$ cat config.mk
export PLATFORM = sky130hd
export DESIGN_NAME = sprite_sched
export DESIGN_NICKNAME = d
export VERILOG_FILES = /design/src/rtl/sprite_sched.sv
export SDC_FILE = /design/constraint.sdc
export NUM_CORES = 1
export LEC_CHECK = 0
export ABC_AREA = 1
export CAP_MARGIN = 30
export CORE_MARGIN = 2
export CORE_UTILIZATION = 40
export DETAILED_ROUTE_END_ITERATION = 8
export PLACE_DENSITY_LB_ADDON = 0.15
export SLEW_MARGIN = 20
export SYNTH_ARGS = -nofsm -noshare
export SYNTH_HDL_FRONTEND = slang
export SYNTH_SLANG_ARGS = --single-unit
$ cat constraint.sdc
create_clock -name pixel_clk -period 6.6 [get_ports pixel_clk]
set_input_delay 1.65 -clock pixel_clk [delete_from_list [all_inputs] [get_ports pixel_clk]]
set_output_delay 1.65 -clock pixel_clk [all_outputs]
set_load 0.005 [all_outputs]
$ cat src/rtl/sprite_sched.sv
// sprite_sched: four-slot bouncing sprite position scheduler.
// Ports: pixel_clk/rst, raster hcnt/vcnt, active hsize/vsize,
//   cfg_* host write (valid/ready), spr_x/spr_y/spr_color/spr_en
//   packed per-slot state, busy during a sweep, frame_tick at sweep end.
module sprite_sched #(
    parameter int unsigned FRAME_DIV = 1
) (
    input  logic        pixel_clk,
    input  logic        rst,
    input  logic [11:0] hcnt,
    input  logic [11:0] vcnt,
    input  logic [11:0] hsize,
    input  logic [11:0] vsize,
    input  logic        cfg_valid,
    output logic        cfg_ready,
    input  logic [1:0]  cfg_slot,
    input  logic [11:0] cfg_x,
    input  logic [11:0] cfg_y,
    input  logic [3:0]  cfg_step,
    input  logic        cfg_en,
    output logic [47:0] spr_x,
    output logic [47:0] spr_y,
    output logic [11:0] spr_color,
    output logic [3:0]  spr_en,
    output logic        busy,
    output logic        frame_tick
);

    typedef enum logic [1:0] {
        IDLE,
        CALC,
        COMMIT,
        DONE
    } state_t;

    typedef struct packed {
        logic [11:0] pos;
        logic        dir;
        logic        bounce;
    } axis_t;

    localparam logic [7:0] DIV_LAST = 8'(FRAME_DIV - 1);

    // One axis step. 13-bit compare keeps pos+step from wrapping
    // before it is tested against the far edge.
    function automatic axis_t axis_step(
        input logic [11:0] pos,
        input logic        dir,
        input logic [3:0]  step,
        input logic [11:0] size
    );
        axis_t       r;
        logic [12:0] sum;
        logic [12:0] lim;
        sum      = {1'b0, pos} + {9'd0, step};
        lim      = {1'b0, size} - 13'd1;
        r.pos    = pos;
        r.dir    = dir;
        r.bounce = 1'b0;
        if (dir) begin
            if (sum >= lim) begin
                r.pos    = size - 12'd1;
                r.dir    = 1'b0;
                r.bounce = 1'b1;
            end else begin
                r.pos = sum[11:0];
            end
        end else begin
            if ({1'b0, pos} <= {9'd0, step}) begin
                r.pos    = 12'd0;
                r.dir    = 1'b1;
                r.bounce = 1'b1;
            end else begin
                r.pos = pos - {8'd0, step};
            end
        end
        return r;
    endfunction

    // Colour cycles 1..7, never 0.
    function automatic logic [2:0] color_next(input logic [2:0] c);
        return (c == 3'd7) ? 3'd1 : c + 3'd1;
    endfunction

    state_t      state_q;
    state_t      state_d;
    logic [1:0]  slot_q;
    logic [1:0]  slot_d;
    logic [7:0]  frame_cnt;
    logic        frame_start;
    logic        trigger;
    logic        cfg_accept;
    logic        calc_load;
    logic        commit;
    logic        busy_q;
    logic        tick_q;

    logic [11:0] pos_x [4];
    logic [11:0] pos_y [4];
    logic [3:0]  step_q [4];
    logic [2:0]  color_q [4];
    logic [3:0]  en_q;
    logic [3:0]  dir_x_q;
    logic [3:0]  dir_y_q;

    axis_t       calc_x;
    axis_t       calc_y;
    axis_t       nx;
    axis_t       ny;
    logic [2:0]  calc_color;

    logic [11:0] hmax;
    logic [11:0] vmax;
    logic [11:0] load_x;
    logic [11:0] load_y;

    assign frame_start = (vcnt == vsize) && (hcnt == 12'd0);
    assign trigger     = frame_start && (frame_cnt == DIV_LAST);
    assign cfg_ready   = (state_q == IDLE) && !trigger;
    assign cfg_accept  = cfg_valid && cfg_ready;
    assign calc_load   = (state_q == CALC);
    assign commit      = (state_q == COMMIT);

    assign hmax   = hsize - 12'd1;
    assign vmax   = vsize - 12'd1;
    assign load_x = (cfg_x > hmax) ? hmax : cfg_x;
    assign load_y = (cfg_y > vmax) ? vmax : cfg_y;

    // Frame divider. A wrap that lands mid-sweep is simply dropped;
    // the sweep is far shorter than a frame.
    always_ff @(posedge pixel_clk or posedge rst) begin
        if (rst) begin
            frame_cnt <= 8'd0;
        end else if (frame_start) begin
            frame_cnt <= (frame_cnt == DIV_LAST) ? 8'd0 : frame_cnt + 8'd1;
        end
    end

    always_ff @(posedge pixel_clk or posedge rst) begin
        if (rst) begin
            state_q <= IDLE;
            slot_q  <= 2'd0;
            busy_q  <= 1'b0;
            tick_q  <= 1'b0;
        end else begin
            state_q <= state_d;
            slot_q  <= slot_d;
            busy_q  <= (state_d == CALC) || (state_d == COMMIT);
            tick_q  <= (state_d == DONE);
        end
    end

    always_comb begin
        state_d = state_q;
        slot_d  = slot_q;
        unique case (state_q)
            IDLE: begin
                if (trigger) begin
                    state_d = CALC;
                    slot_d  = 2'd0;
                end
            end
            CALC: begin
                state_d = COMMIT;
            end
            COMMIT: begin
                if (slot_q == 2'd3) begin
                    state_d = DONE;
                end else begin
                    state_d = CALC;
                    slot_d  = slot_q + 2'd1;
                end
            end
            DONE: begin
                state_d = IDLE;
            end
            default: begin
                state_d = IDLE;
            end
        endcase
    end

    assign nx = axis_step(pos_x[slot_q], dir_x_q[slot_q],
                          step_q[slot_q], hsize);
    assign ny = axis_step(pos_y[slot_q], dir_y_q[slot_q],
                          step_q[slot_q], vsize);

    // CALC registers the slot's next state; COMMIT writes it back.
    always_ff @(posedge pixel_clk or posedge rst) begin
        if (rst) begin
            calc_x     <= '0;
            calc_y     <= '0;
            calc_color <= 3'd1;
        end else if (calc_load) begin
            calc_x     <= nx;
            calc_y     <= ny;
            calc_color <= (nx.bounce || ny.bounce)
                        ? color_next(color_q[slot_q])
                        : color_q[slot_q];
        end
    end

    // Host writes only land in IDLE, so they never meet a COMMIT.
    always_ff @(posedge pixel_clk or posedge rst) begin
        if (rst) begin
            for (int i = 0; i < 4; i++) begin
                pos_x[i]   <= 12'd0;
                pos_y[i]   <= 12'd0;
                step_q[i]  <= 4'd0;
                color_q[i] <= 3'd1;
            end
            en_q    <= 4'd0;
            dir_x_q <= 4'hf;
            dir_y_q <= 4'hf;
        end else if (cfg_accept) begin
            pos_x[cfg_slot]   <= load_x;
            pos_y[cfg_slot]   <= load_y;
            step_q[cfg_slot]  <= cfg_step;
            color_q[cfg_slot] <= 3'd1;
            en_q[cfg_slot]    <= cfg_en;
            dir_x_q[cfg_slot] <= 1'b1;
            dir_y_q[cfg_slot] <= 1'b1;
        end else if (commit && en_q[slot_q]) begin
            pos_x[slot_q]   <= calc_x.pos;
            pos_y[slot_q]   <= calc_y.pos;
            dir_x_q[slot_q] <= calc_x.dir;
            dir_y_q[slot_q] <= calc_y.dir;
            color_q[slot_q] <= calc_color;
        end
    end

    for (genvar i = 0; i < 4; i++) begin : g_pack
        assign spr_x[12*i +: 12]   = pos_x[i];
        assign spr_y[12*i +: 12]   = pos_y[i];
        assign spr_color[3*i +: 3] = color_q[i];
    end

    assign spr_en     = en_q;
    assign busy       = busy_q;
    assign frame_tick = tick_q;

endmodule

==> summary.md, run 1 <==
| Metric | Value |
|---|---|
| CTS tree | `built` |
| Xor/xnor share of the synthesized area | `around 2.5%` |
| GRT busiest layer | `met2` |
| Inserted Diodes | `0` |
| WP data required | `a little under 7 ns` |
| Largest family of logic cells by synthesized area | `simple AND/OR/NAND/NOR gates` |
| Synth Instances | `1997` |
| Synth Net Count | `2160` |
| Core ar. | `33360 um2` |
| Number of global-route vias before repair | `13.20k` |
| Hold WC Path Type | `reg2reg` |
| ANT nets after route | `0` |
| Initial antenna violation count | `0` |
| Tmin final | `around 5.3 ns` |
| Min Hold Slack | `0.4644 ns` |
| All-Layer GR Usage | `27.86%` |
| Arrival time worst endpoint | `5.63 ns` |
| Die Ht | `187.8 um` |
| Vias | `14.26k` |
| Adder-Cell Fraction of Synth Area | `under 10%` |
| Startpoint Class | `flip-flop` |
| Initial core utilization | `40.49%` |
| GRT met3 Usage | `6.382%` |
| CTS Hold Bufs | `0` |
| Unique masters post-synth | `43` |
| Synth Warn # | `0` |
| Layout cell share with drive strength beyond 1 | `under 10%` |
| Initial DRT Pass Iterations | `5` |
| Hold Crit Start | `dir_y_q[1]` |
| Max Cap Viol | `0` |
| Worst clock skew | `0.01870 ns` |
| Setup TNS | `0 ns` |
| First-pass GRT wire length | `76.26 mm` |
| Filler instances | `3464` |
| Critical Path Fanout Max | `30` |
| M2 GR Usage | `a little over two fifths` |
| WHS Endpoint | `dir_y_q[1]` |
| CP endpoint kind | `flip-flop` |
| Port Buf Inserts | `196` |
| CTS HTree Levels | `4` |
| Number of vias per cell | `roughly 5.5` |
| #FFs+latches synth | `around 180` |
| TritonCTS buffer count | `17` |
| R2R Setup Slk | `1.30 ns` |
| DP HPWL | `35.18 mm` |
| CTS root buf | `clkbuf_16` |
| Final wirelength | `between 40 and 50 mm` |
| Critical path class | `reg2reg` |
| Area growth syn-to-layout | `20.96%` |
| Hold path depth | `2` |
| Part of the cycle the worst path needs | `80.30%` |
| Design area | `16340 um2` |
| Final Slew Violations | `0` |
| Row count | `67` |
| Final setup viols | `0` |
| Pin count of the biggest net entering global routing | `between 100 and 150` |
| Register area share after synthesis | `33.28%` |
| R2R cell count | `19` |
| Hold Violations, Final | `0` |
| Worst-path clk slew | `approximately 0.070 ns` |
| Mapped Area | `13510 um2` |
| Die area | `35260 um2` |
| Power density over the cells | `234.3 nW/um2` |
| NumNets Final | `2308` |
| Multiplexer share of the synthesized area | `0%` |
| Die span in x | `187.8 um` |
| Run status | `complete, no violations` |
| Pleak | `8.166 nW` |
| GR Layer Usage met1 | `38.51%` |
| WL/cell | `between 15 and 20 um` |
| 1st-iter DRT viols | `between 1.5k and 2k` |
| Slew headroom | `33.91%` |
| Worst-Margin Slew | `just under 1 ns` |
| I/O pins | `197` |
| Drt drc | `0` |
| Placed Area | `15720 um2` |
| Simple-gate share of the synthesized area | `around two fifths` |
| RePlAce Congestion | `0.8906` |
| Mean Syn Cell Area | `approximately 6.8 um2` |
| Global route overflow | `0` |
| RSZ-0062 raised after global routing | `no` |
| Worst vdd ir | `193.0 uV` |
| Clk_lat worst skew | `0.45 ns` |
| Cts repair resizes | `0` |
| Crit Reg-Reg Endpoint | `calc_y[2]` |
| Fmax | `188.7 MHz` |
| Compound-Gate Fraction of Synth Area | `7.011%` |
| TritonCTS Sinks | `179` |
| Post-CTS Setup Inserts | `0` |
| CTS max path bufs | `2` |
| R2R Path Start | `slot_q[0]` |
| Worst Setup SP | `slot_q[0]` |
[stage by stage]
stage	utilization [%]	power [mW]	cells	setup WS (ns)
3_3_place_gp	47.12	2.762	2573	1.269
6_report	48.98	3.829	2606	1.300
4_1_cts	48.89	3.815	2605	1.327
5_1_grt	48.98	4.041	2606	0.9464
2_1_floorplan	-	2.142	1997	0.1129
3_5_place_dp	47.12	2.773	2573	1.192
[layer usage]
layer,part of all wire [%],vias up
li1,-,6784
met1,43,6723
met2,45,677
met3,9.2,72
met4,2.5,0
met5,0,-
[cells in the final DEF, fill, tap and decap left out, types with 4 or more instances in the layout]
| cell type | count |
|---|---|
| nand2_1 | 659 |
| nand3_1 | 255 |
| inv_1 | 199 |
| clkdlybuf4s50_1 | 196 |
| dfrtp_1 | 165 |
| nor2_1 | 147 |
| nand4_1 | 87 |
| o21ai_0 | 81 |
| ha_1 | 77 |
| a21oi_1 | 59 |
| xor2_1 | 28 |
| buf_4 | 24 |
| nand2_2 | 18 |
| clkbuf_16 | 17 |
| dfstp_2 | 13 |
| inv_2 | 11 |
| nor3_1 | 11 |
| xnor2_1 | 11 |
| nor2_2 | 10 |
| o22ai_1 | 9 |
| a32oi_1 | 8 |
| inv_8 | 7 |
| o21ai_1 | 6 |
| o211ai_1 | 6 |
| inv_4 | 4 |
| nor2_4 | 4 |
| or2_2 | 4 |
| fa_1 | 4 |
[kinds of logic (layout without fill, tap and decap cells)]
kind of cell / after synthesis / in the layout
compound gates: 175 / 175
xor+xnor: 39 / 39
fa+ha+maj: 81 / 81
buf+inv: 309 / 470
flops: 179 / 179
simple gates: 1214 / 1214
[synthesized netlist by cell type (all sizes together)]
library cell | count | area share, %
clkbuf | 36 | 1.0
o31ai | 1 | 0.056
o21a | 2 | 0.11
o21bai | 2 | 0.11
buf | 57 | 2.9
nand4 | 91 | 4.5
o21ai | 87 | 3.2
and2 | 3 | 0.14
or2 | 4 | 0.19
clkinv | 1 | 0.037
dfstp | 13 | 2.5
a21o | 1 | 0.056
ha | 77 | 7.1
a32oi | 8 | 0.52
inv | 215 | 6.0
fa | 4 | 0.59
nor4 | 2 | 0.093
nor3b | 2 | 0.11
xor2 | 28 | 1.8
a21oi | 59 | 2.2
xnor2 | 11 | 0.71
o211ai | 6 | 0.33
nand3 | 259 | 9.9
nor3 | 11 | 0.41
nor2 | 161 | 4.8
nand2 | 679 | 19
o22ai | 9 | 0.42
dfrtp | 166 | 31
nand3b | 2 | 0.11
[power by group]
part           switching, mW  total, mW  internal [mW]  leakage (nW)
Sequential             0.152       1.38           1.23          2.25
Clock                  0.541       1.05          0.514         0.287
Combinational          0.802       1.39          0.589          5.63
[flip-flops by register name (all words and copies together), names as in the netlist]
| name | flops |
|---|---|
| frame_tick | 1 |
| frame_cnt | 8 |
| spr_y | 48 |
| step_q | 16 |
| dir_y_q | 4 |
| spr_en | 4 |
| calc_color | 3 |
| spr_x | 48 |
| calc_x | 13 |
| busy | 1 |
| dir_x_q | 4 |
| state_q | 2 |
| slot_q | 2 |
| spr_color | 12 |
| calc_y | 13 |
[critical path, cell delays in order (launching register included)]
cell	delay, ns
dfrtp_2	0.78
buf_4	0.35
nand2_1	0.08
a32oi_1	0.45
inv_1	0.13
ha_1	0.42
o211ai_1	0.39
nand2_1	0.15
nor2_2	0.19
nand2_1	0.09
nor3_1	0.22
ha_1	0.33
a21oi_1	0.14
o21ai_0	0.12
nor2_1	0.17
nand3_1	0.33
nand2_1	0.33
o21ai_0	0.16
a21oi_1	0.29
nor2_1	0.06
[area by class of cell]
| class | instances | area [um2] | area share (%) |
|---|---|---|---|
| Tap cell | 448 | 560.5 | 3.430 |
| Clock inverter | 14 | 161.4 | 0.9877 |
| Multi-Input combinational cell | 1509 | 7676 | 46.98 |
| Inverter | 216 | 827.0 | 5.061 |
| Sequential cell | 179 | 4497 | 27.52 |
| Clock buffer | 18 | 429.2 | 2.626 |
| Timing Repair Buffer | 222 | 2190 | 13.40 |
[worst max path at each step]
stage	end	slack [ns]
2_1_floorplan	busy	0.11
3_3_place_gp	spr_y[12]	1.27
3_5_place_dp	spr_y[0]	1.19
4_1_cts	calc_y[2]	1.33
5_1_grt	calc_x[7]	0.95
6_report	calc_y[2]	1.30
No activity file was read; power rests on OpenSTA's default activity.
==> inputs of run 2 (changes only) <==
Clock period 6.6 ns to 4.7 ns, I/O delays scaled along.
==> summary.md, run 2 (synthesis results as in run 1) <==
| Metric | Value |
|---|---|
| Die area | `approximately 35000 um2` |
| Final wirelength | `about 50 mm` |
| Post-CTS Setup Inserts | `0` |
| Most frequent cells in the layout | `659 x nand2_1, 254 x nand3_1, 199 x inv_1, 196 x clkdlybuf4s50_1, 165 x dfrtp_1` |
| RePlAce Congestion | `0.9051` |
| Number of vias per cell | `5.443` |
| All-Layer GR Usage | `28.36%` |
| Layout cell share with drive strength beyond 1 | `8.296%` |
| Vias | `14.45k` |
| Drt drc | `0` |
| P_int | `3.519 mW` |
| CTS root buf | `clkbuf_16` |
| Number of global-route vias before repair | `13.75k` |
| Die span in x | `about 190 um` |
| RSZ-0062 raised after global routing | `yes` |
| CTS tree | `built` |
| Hold WC Path Type | `reg2reg` |
| Share of total power in sequential cells | `35.4%` |
| Part of the cycle the worst path needs | `92.96%` |
| Commonest non-fill, non-tap cell in the layout | `nand2_1` |
| Worst-Margin Slew | `between 0.9 and 1 ns` |
| Delay-heaviest family, CP | `simple AND/OR/NAND/NOR gates` |
| Critical path class | `reg2reg` |
| Initial core utilization | `around 40%` |
| Critical Path Fanout Max | `22` |
| ANT nets after route | `0` |
| WL/cell | `about 19 um` |
| CTS max path bufs | `2` |
| P_sw | `2.007 mW` |
| Largest stage delay on the critical path | `0.45 ns` |
| Tmin final | `approximately 4.4 ns` |
| Placed Area | `16160 um2` |
| Power density over the cells | `329.0 nW/um2` |
| Min Hold Slack | `around 0.47 ns` |
| Worst-path clk slew | `approximately 0.070 ns` |
| Initial antenna violation count | `0` |
| Hold Violations, Final | `0` |
| WP buf/inv | `6` |
| Pin count of the biggest net entering global routing | `57` |
| Total Power | `between 5 and 6 mW` |
| I/O pins | `197` |
| Die Ht | `187.8 um` |
| Startpoint Class | `flip-flop` |
| Worst clock skew | `approximately 0.017 ns` |
| TritonCTS buffer count | `17` |
| DP HPWL | `36.13 mm` |
| Final Slew Violations | `0` |
| Core ar. | `33360 um2` |
| CP endpoint kind | `flip-flop` |
| Global route overflow | `0` |
| Inserted Diodes | `0` |
| Fmax | `228.9 MHz` |
| CTS HTree Levels | `4` |
| Slowest cell on crit path | `dfrtp_2` |
| Combinational share of power | `37.0%` |
| Run status | `complete, no violations` |
| Clock Power Share | `27.6%` |
| Worst vdd ir | `265.6 uV` |
| Final setup viols | `0` |
| Port Buf Inserts | `196` |
| Clk_lat worst skew | `0.45 ns` |
| 1st-iter DRT viols | `1360` |
| Pleak | `8.435 nW` |
| Crit-path most repeated cell | `nand2_1` |
| Initial DRT Pass Iterations | `6` |
| Slew headroom | `36.60%` |
| First-pass GRT wire length | `78.11 mm` |
| Design area | `16800 um2` |
| Switching share of power | `around 36%` |
| NumNets Final | `2356` |
| Max Cap Viol | `0` |
| Arrival time worst endpoint | `4.76 ns` |
| Row count | `67` |
| Area growth syn-to-layout | `24.35%` |
| TritonCTS Sinks | `179` |
| WP data required | `between 5 and 6 ns` |
run 2: changes by cell type in the layout (fill, tap and decap cells not counted), moves of 3 or more:
cell       change
clkbuf_1       +4
clkinv_8       -3
inv_8          -7
buf_12         +6
clkinv_2       +3
buf_4         +43
bufinv_16      +4
inv_6          -3
run 2: power groups by stage:
| stage | clock network [mW] | logic [mW] | registers, mW |
|---|---|---|---|
| 2_1_floorplan | 0 | 1.11 | 1.90 |
| 3_3_place_gp | 0 | 2.00 | 1.98 |
| 3_5_place_dp | 0 | 2.02 | 1.97 |
| 4_1_cts | 1.53 | 2.03 | 1.95 |
| 5_1_grt | 1.59 | 2.27 | 1.97 |
| 6_report | 1.52 | 2.05 | 1.96 |
run 2: repair_timing:
| item | CTS | global route |
|---|---|---|
| gates resized for setup | 0 | 5 |
| endpoints found under the setup margin | 0 | 20 |
| hold buffers | 0 | 0 |
run 2: worst register-to-register path: stages, from the launching register on:
cell     delay (ns)
dfrtp_2        0.45
inv_4          0.25
nand2_1        0.11
a32oi_2        0.27
buf_4          0.21
inv_1          0.07
ha_1           0.32
nor3b_1        0.21
nor2_1         0.10
nor2_1         0.18
nand3_1        0.15
nor2_1         0.11
nand2_1        0.08
and2_1         0.17
ha_1           0.29
nand2_1        0.05
nor2_1         0.17
nand3_1        0.10
nand3_1        0.09
inv_1          0.05
nand2_1        0.08
buf_4          0.20
inv_1          0.12
nand2_1        0.09
nand3_1        0.07
o21ai_0        0.14
nand2_1        0.08
nand2_1        0.07
run 2: final cells by class:
class / instances / area, um2
clock buffer: 22 / 444.2
clock inverter: 10 / 160.2
fill: 3442 / 16570
inverter: 216 / 825.8
multi-input combinational: 1509 / 7706
sequential: 179 / 4497
tap: 448 / 560.5
timing repair buffer: 270 / 2605
run 2: final timing paths:
| kind | cells past startpoint | slack (ns) | from | endpoint |
|---|---|---|---|---|
| max | 27 | 0.33 | slot_q[0] | calc_x[7] |
| min | 2 | 0.47 | dir_y_q[1] | dir_y_q[1] |
| max reg2reg | 27 | 0.33 | slot_q[0] | calc_x[7] |
| min reg2reg | 2 | 0.47 | dir_y_q[1] | dir_y_q[1] |
| max in group asynchronous | 4 | 2.86 | rst | spr_color[9] |
| min in group asynchronous | 2 | 1.06 | rst | step_q[15] |
run 2: per-stage QoR:
stage          cells  utilization, %   TNS, ns  worst slack [ns]
6_report        2654           50.35         0            0.3308
5_1_grt         2654           50.35  -0.02159          -0.01146
4_1_cts         2654           50.26         0            0.2197
3_5_place_dp    2622           48.45         0            0.1142
3_3_place_gp    2621           48.39         0            0.2185
2_1_floorplan   1997               -         0            0.2197
run 2: routing by layer:
layer / GRT usage (%) / part of all wire [%] / vias to the layer above
met4: 9.570 / 2.5 / 0
met5: 0 / 0 / -
met1: 39.56 / 44 / 6827
li1: - / - / 6864
met3: 4.847 / 8.3 / 86
met2: 44.53 / 45 / 668
==> inputs of run 3 (changes only) <==
Settings changed: CAP_MARGIN 30 to 5.
==> summary.md, run 3 (synthesis results as in run 1) <==
| Metric | Value |
|---|---|
| Run status | `complete, no violations` |
| Critical path class | `reg2reg` |
| Final wirelength | `50.15 mm` |
| Largest stage delay on the critical path | `0.46 ns` |
| Hold WC Path Type | `reg2reg` |
| Core ar. | `33360 um2` |
| Initial core utilization | `roughly two fifths` |
| WP data required | `5.03 ns` |
| Vias | `approximately 14k` |
| Slew headroom | `41.16%` |
| First-pass GRT wire length | `roughly 80 mm` |
| NumNets Final | `2356` |
| Worst-path clk slew | `around 0.070 ns` |
| Pin count of the biggest net entering global routing | `57` |
| Worst clock skew | `about 0.016 ns` |
| RePlAce Congestion | `0.9051` |
| CP endpoint kind | `flip-flop` |
| Global route overflow | `0` |
| 1st-iter DRT viols | `1655` |
| Initial DRT Pass Iterations | `6` |
| Layout cell share with drive strength beyond 1 | `8.341%` |
| Part of the cycle the worst path needs | `between 90% and 100%` |
| Port Buf Inserts | `around 200` |
| Worst-Margin Slew | `0.8734 ns` |
| CTS max path bufs | `2` |
| Tmin final | `about 4.4 ns` |
| Most frequent cells in the layout | `659 x nand2_1, 254 x nand3_1, 199 x inv_1, 196 x clkdlybuf4s50_1, 165 x dfrtp_1` |
| Number of vias per cell | `5.440` |
| Hold path depth | `2` |
| I/O pins | `between 150 and 200` |
| CTS root buf | `clkbuf_16` |
| Initial antenna violation count | `0` |
| Critical Path Fanout Max | `35` |
| Inserted Diodes | `0` |
| Clk_lat worst skew | `0.46 ns` |
| Die area | `35260 um2` |
| R2R cell count | `26` |
| Drt drc | `0` |
| Arrival time worst endpoint | `4.70 ns` |
| WL/cell | `18.90 um` |
| Worst vdd ir | `276.4 uV` |
| CTS HTree Levels | `4` |
| Commonest non-fill, non-tap cell in the layout | `nand2_1` |
| All-Layer GR Usage | `28.34%` |
| Startpoint Class | `flip-flop` |
| Fmax | `229.0 MHz` |
| Area growth syn-to-layout | `24.12%` |
| Final setup viols | `0` |
| TritonCTS Sinks | `179` |
| Power density over the cells | `323.8 nW/um2` |
| DP HPWL | `35.91 mm` |
| Slowest cell on crit path | `dfrtp_2` |
| Max Cap Viol | `0` |
| ANT nets after route | `0` |
| Cells after DPL | `2621` |
| Die Ht | `187.8 um` |
| Setup TNS | `0 ns` |
| RSZ-0062 raised after global routing | `no` |
| CTS tree | `built` |
| Number of global-route vias before repair | `~14k` |
| Hold Violations, Final | `0` |
| TritonCTS buffer count | `17` |
| Row count | `67` |
| Final Slew Violations | `0` |
| Die span in x | `187.8 um` |
| Non-filler cells, final | `2654` |
| Pleak | `between 8 and 9 nW` |
run 3: changes by cell type in the layout (fill, tap and decap cells not counted):
cell        change
inv_6           +2
nor2_2          +1
nor2_1          -1
bufinv_16       -3
inv_4           -2
clkbuf_8        +4
clkinv_2        -2
clkinvlp_4      +2
nor3_1          +1
nor3_2          -1
clkbuf_1        -1
run 3: worst paths after layout:
kind	start	end	slack, ns
min in group asynchronous	rst	step_q[15]	1.07
hold / removal	dir_y_q[1]	dir_y_q[1]	0.47
max in group asynchronous	rst	calc_color[0]	2.83
hold reg to reg	dir_y_q[1]	dir_y_q[1]	0.47
setup / recovery	slot_q[0]	calc_y[11]	0.33
setup reg to reg	slot_q[0]	calc_y[11]	0.33
run 3: metal layers:
metal	global-route usage [%]	up-vias	share of wire, %
li1	-	6887	-
met5	0	-	0
met1	38.30	6787	44
met2	44.67	664	44
met4	9.297	0	2.7
met3	6.719	99	9.2
run 3: per-stage QoR:
stage	instance area [um2]	setup slack, ns	util (%)	hold WS (ns)	total power [mW]
after floorplan	13510	0.2197	-	0.4421	3.008
final	16770	0.3333	50.26	0.4707	5.429
after detailed placement	16140	0.1301	48.39	0.4630	3.991
after CTS	16710	0.2309	50.10	0.4732	5.404
after global placement	16140	0.2185	48.39	0.4523	3.972
after global routing	16770	0.01451	50.26	0.5005	5.739
run 3: area by class of cell:
type	instances	area, um2
Clock inverter	7	75.07
Clock buffer	25	495.5
Tap cell	448	560.5
Multi-Input combinational cell	1509	7704
Inverter	216	830.8
Sequential cell	179	4497
Fill cell	3430	16600
Timing Repair Buffer	270	2605
run 3: power by group:
| part | internal, mW | switching [mW] |
|---|---|---|
| Clock | 0.788 | 0.641 |
| Sequential | 1.73 | 0.221 |
| Combinational | 0.898 | 1.15 |
| Total | 3.42 | 2.01 |
run 3: what timing repair did:
action,in CTS,in global routing
gates resized for setup,0,7
buffers inserted,0,0
hold buffers,0,0
setup endpoints to repair,0,21
run 3: critical path: cells and delay by family (launching register included):
family          cells  cell delay [ns]
fa+ha+maj           2             0.64
flops               1             0.46
compound gates      4             0.66
buf+inv             6             0.79
simple gates       14             1.67
